`config.mk`:
```
export PLATFORM = sky130hd
export DESIGN_NAME = instruction_fetch
export DESIGN_NICKNAME = d
export VERILOG_FILES = /design/src/rtl/picomips_fetch_pkg.sv /design/src/rtl/retire_counter.sv /design/src/rtl/instruction_fetch.sv
export SDC_FILE = /design/constraint.sdc
export NUM_CORES = 1
export LEC_CHECK = 0
export BUFFER_PORTS_ARGS = -buffer_cell sky130_fd_sc_hd__buf_4
export CORE_ASPECT_RATIO = 1.2
export CORE_MARGIN = 3
export CORE_UTILIZATION = 44
export CTS_CLUSTER_SIZE = 20
export DETAILED_ROUTE_END_ITERATION = 12
export PLACE_DENSITY_LB_ADDON = 0.2
export SLEW_MARGIN = 20
export SYNTH_ARGS = -nofsm -noshare
export SYNTH_HDL_FRONTEND = slang
export SYNTH_SLANG_ARGS = --single-unit
```
`constraint.sdc`:
```
create_clock -name clk -period 3.03 [get_ports clk]
set_input_delay 0.303 -clock clk [delete_from_list [all_inputs] [get_ports clk]]
set_output_delay 0.303 -clock clk [all_outputs]
set_load 0.005 [all_outputs]
```
`src/rtl/picomips_fetch_pkg.sv`:
```
// Shared definitions for the picoMIPS instruction fetch unit: opcode values,
// the fetch FSM state type and the opcode field width.
package picomips_fetch_pkg;

  localparam int OP_W = 4;

  localparam logic [OP_W-1:0] OP_JMP  = 4'hE;
  localparam logic [OP_W-1:0] OP_BEQ  = 4'hC;
  localparam logic [OP_W-1:0] OP_BNE  = 4'hD;
  localparam logic [OP_W-1:0] OP_WAIT = 4'hA;
  localparam logic [OP_W-1:0] OP_HALT = 4'hF;

  typedef enum logic [2:0] {
    ST_FETCH,
    ST_DECODE,
    ST_EXEC,
    ST_WAIT,
    ST_HALT
  } fetch_state_t;

endpackage

```
`src/rtl/retire_counter.sv`:
```
// Saturating event counter for retired instructions. Only instantiated when
// RETIRE_COUNT_EN is defined.
module retire_counter #(
  parameter int CNT_W = 16
) (
  input  logic             clk,
  input  logic             rst,
  input  logic             en,
  output logic [CNT_W-1:0] count
);

  always_ff @(posedge clk or posedge rst) begin
    if (rst)
      count <= '0;
    else if (en && (count != {CNT_W{1'b1}}))
      count <= count + 1'b1;
  end

endmodule

```
`src/rtl/instruction_fetch.sv`:
```
// Fetch/decode/execute sequencer for picoMIPS. Optional retired-instruction
// counter enabled with the RETIRE_COUNT_EN macro.
module instruction_fetch
  import picomips_fetch_pkg::*;
#(
  parameter int P_SIZE = 6,
  parameter int I_SIZE = 16
) (
  input  logic              clk,
  input  logic              rst,
  input  logic [P_SIZE-1:0] pcIn,
  output logic [P_SIZE-1:0] romAddr,
  input  logic [I_SIZE-1:0] romData,
  input  logic              zeroFlag,
  input  logic              goIn,
  output logic [I_SIZE-1:0] irOut,
  output logic              irValid,
  input  logic              irReady,
  output logic              inc,
  output logic              branchAbs,
  output logic              branchRel,
  output logic [P_SIZE-1:0] branchAddressOut,
  output logic              halted,
  output logic [15:0]       retireCount
);

  fetch_state_t    state;
  logic [OP_W-1:0] opcode;
  logic            handshake;
  logic            waitExit;

  assign opcode           = irOut[I_SIZE-1 -: OP_W];
  assign romAddr          = pcIn;
  assign branchAddressOut = irOut[P_SIZE-1:0];
  assign irValid          = (state == ST_EXEC);
  assign halted           = (state == ST_HALT);
  assign handshake        = irValid & irReady;
  assign waitExit         = (state == ST_WAIT) & goIn;

  // PC controls react in the same cycle as the handshake / go release.
  always_comb begin
    inc       = 1'b0;
    branchAbs = 1'b0;
    branchRel = 1'b0;
    if (handshake) begin
      case (opcode)
        OP_JMP:           branchAbs = 1'b1;
        OP_BEQ:           if (zeroFlag) branchRel = 1'b1; else inc = 1'b1;
        OP_BNE:           if (!zeroFlag) branchRel = 1'b1; else inc = 1'b1;
        OP_WAIT, OP_HALT: ;
        default:          inc = 1'b1;
      endcase
    end else if (waitExit) begin
      inc = 1'b1;
    end
  end

  always_ff @(posedge clk or posedge rst) begin
    if (rst) begin
      state <= ST_FETCH;
      irOut <= '0;
    end else begin
      case (state)
        ST_FETCH:  state <= ST_DECODE;
        ST_DECODE: begin
          irOut <= romData;
          state <= ST_EXEC;
        end
        ST_EXEC: begin
          if (irReady) begin
            if (opcode == OP_WAIT)      state <= ST_WAIT;
            else if (opcode == OP_HALT) state <= ST_HALT;
            else                        state <= ST_FETCH;
          end
        end
        ST_WAIT:   if (goIn) state <= ST_FETCH;
        ST_HALT:   state <= ST_HALT;
        default:   state <= ST_FETCH;
      endcase
    end
  end

`ifdef RETIRE_COUNT_EN
  retire_counter #(.CNT_W(16)) u_retire_counter (
    .clk   (clk),
    .rst   (rst),
    .en    (handshake | waitExit),
    .count (retireCount)
  );
`else
  assign retireCount = '0;
`endif

endmodule

```
==> flow_summary_export.csv <==
group,metric,value,unit
cells_and_area,n_fill_cell,216,
yosys,synth_area,0.00112,mm2
clocking,cts_buffers,3,
yosys,yosysSeqAreaShare,42.3,%
clocking,cts_tree,"yes",
global_routing,grt_pass1_wl,2.98,mm
sta,grt_setup_unrepaired,"no",
setup_path,crit_fanout,16,
sta,period_needed,1.91,ns
setup_path,slowest_delay,0.87,ns
cells_and_area,syn_to_final_growth,20.7,%
yosys,yosys.cell_types.count,26,
global_routing,grt_pass1_vias,692,
place,place.gp.congestion,0.696,
global_routing,grt_overflow_total,0,
floorplanning,start_util,47.7,%
setup_path,path_cells,"nor3b_4 -> mux2_2",
setup_path,crit_type,"flip-flop to flip-flop",
cells_and_area,layout-drive-gt1-share,52.3,%
global_routing,grt_max_degree,20,
floorplanning,dieArea,0.00320,mm2
place,port_buffers,47,
clocking,post_cts_resized,0,
global_routing,track_usage,12.4,%
sta,worst_pin_slew,0.978,ns
setup_path,cp_data_required_time,3.21,ns
hold_path,hold_class,"input pin to async pin",
power_and_ir_drop,p_per_area,965,mW/mm2
setup_path,ff2ff_path_depth,2,
clocking,clk-insertion-delay-late,0.29,ns
yosys,avgSynthCellArea,12.0,um2
clocking,clock_sinks,19,
sta,drv_slew,0,
clocking,cts_hold_buf,0,
flow_run,maxCapViolCount,0,
clocking,cts_buffer_depth,2,
setup_path,rrSetupSlack,1.12,ns
routing,wl_per_cell,13.2,um
cells_and_area,fin_cells,161,
routing,wl,2.12,mm
sta,min_period_over_period,62.9,%
cells_and_area,layout_common_cells,"buf_4, dfrtp_1, conb_1",
clocking,root_buffer,"clkbuf_4",
outcome,status,"complete, no violations",
global_routing,antenna_found_initial,0,
power_and_ir_drop,leakage,0.674,nW
yosys,yosys_warnings,0,
sta,relSlewSlack,34.7,%
sta,fin_setup_tns,0,ns
sta,max_freq,525,MHz
yosys,ys_seq_elements,19,
power_and_ir_drop,ir_worst_vdd,0.690,mV
routing,firstDrtPassIters,3,
clocking,clk_pin_slew,0.11,ns
setup_path,crit_start,"state[0]",
place,place_hpwl,1.63,mm
cells_and_area,utilization,57.6,%
clocking,post_cts_buffers,0,
place,place_inst,157,
setup_path,r2r-end,"irOut[11]",
floorplanning,core-area,0.00235,mm2
floorplanning,die_h,61.4,um
setup_path,startpoint_type,"flip-flop",
routing,drc_errors,0,
setup_path,crit_end,"irOut[11]",
floorplanning,row_count,19,
setup_path,crit_cells,2,
sta,finClkSkew,0.0113,ns
setup_path,r2r-start,"state[0]",
setup_path,crit_buf_inv,0,
cells_and_area,antenna-diode-count,0,
floorplanning,io_pins,76,
yosys,syn_inst,94,
floorplanning,fp.dieW,52.1,um
routing,num_vias,739,
clocking,cts_max_level,1,
sta,setup_violations,0,
setup_path,crit_path_end_kind,"flip-flop",
cells_and_area,layout.nets,158,
sta,hold_viol_final,0,
setup_path,arrival,2.08,ns
setup_path,critical-path-slowest-cell,"nor3b_4",
cells_and_area,layout_commonest_cell,"buf_4",
routing,via_per_inst,4.59,
routing,drt_iter0_drc,3,
setup_path,critical-path-top-delay-family,"simple AND/OR/NAND/NOR gates",
routing,antenna_left,0,
==> cell families after synthesis <==
logic type,Yosys count,synth area share [%]
other cells,1,0.334
compound gates,5,3.01
xor+xnor,1,0.780
simple gates,21,12.4
mux,16,19.4
flops,19,42.3
buf+inv,31,21.8
==> layer usage <==
layer  track usage [%]  share of wire, %
met3              3.63                11
met1              15.0                39
met5                 0                 0
met4              4.74              0.47
met2              20.8                50
==> worst reg2reg max path, stage by stage (launching register included) <==
cell     delay, ns
dfrtp_1       0.51
nor3b_4       0.87
mux2_2        0.42
==> flip-flops by register name, indices dropped and copies added, names as in the netlist <==
signal  cells
irOut      16
state       3
==> stage by stage <==
stage               instance area (um2)  power (mW)  hold slack [ns]  worst slack (ns)
floorplan                          1180       0.975            0.254              1.62
global placement                   1330        1.17            0.453              1.19
detailed placement                 1330        1.20            0.477              1.13
CTS                                1360        1.33            0.146              1.12
global route                       1360        1.39            0.182              1.01
finish                             1360        1.31            0.115              1.12
==> worst min path at each step <==
stage / endpoint / slack (ns) / startpoint / cells after the start
global route: irOut[11] / 0.18 / rst / 2
finish: irOut[2] / 0.11 / rst / 2
global placement: irOut[2] / 0.45 / rst / 2
floorplan: irOut[0] / 0.25 / rst / 1
CTS: irOut[2] / 0.15 / rst / 2
detailed placement: irOut[2] / 0.48 / rst / 2
==> Yosys cell counts (all sizes together) <==
cell | n | area share [%]
buf | 30 | 21
dfrtp | 19 | 42
nand4bb | 1 | 1.0
nor3b | 1 | 1.7
xor2 | 1 | 0.78
and4b | 1 | 0.89
o2bb2ai | 1 | 0.78
inv | 1 | 0.33
or4b | 1 | 0.89
or2 | 1 | 0.56
nand2 | 3 | 1.0
nand2b | 3 | 1.7
or3 | 1 | 0.56
a21oi | 1 | 0.45
o31ai | 1 | 0.67
mux2 | 16 | 19
nand3b | 1 | 0.67
nand3 | 3 | 1.3
nor2b | 1 | 0.56
nor3 | 2 | 0.89
nor2 | 2 | 0.67
conb | 1 | 0.33
a31oi | 2 | 1.1
==> final cells by class <==
| class | count | area, um2 | share of cell area [%] |
|---|---|---|---|
| Sequential cell | 19 | 475 | 35.1 |
| Timing Repair Buffer | 47 | 353 | 26.0 |
| Inverter | 1 | 3.75 | 0.277 |
| Clock buffer | 4 | 26.3 | 1.94 |
| Multi-Input combinational cell | 59 | 459 | 33.9 |
| Tap cell | 31 | 38.8 | 2.86 |
==> power breakdown <==
part,total [mW],internal [mW],switching [mW],leakage [nW]
clock,0.125,0.0512,0.0741,0.0150
sequential,0.521,0.380,0.141,0.225
combinational,0.662,0.449,0.213,0.434
total,1.31,0.881,0.428,0.674
No activity file was read; power rests on OpenSTA's default activity.
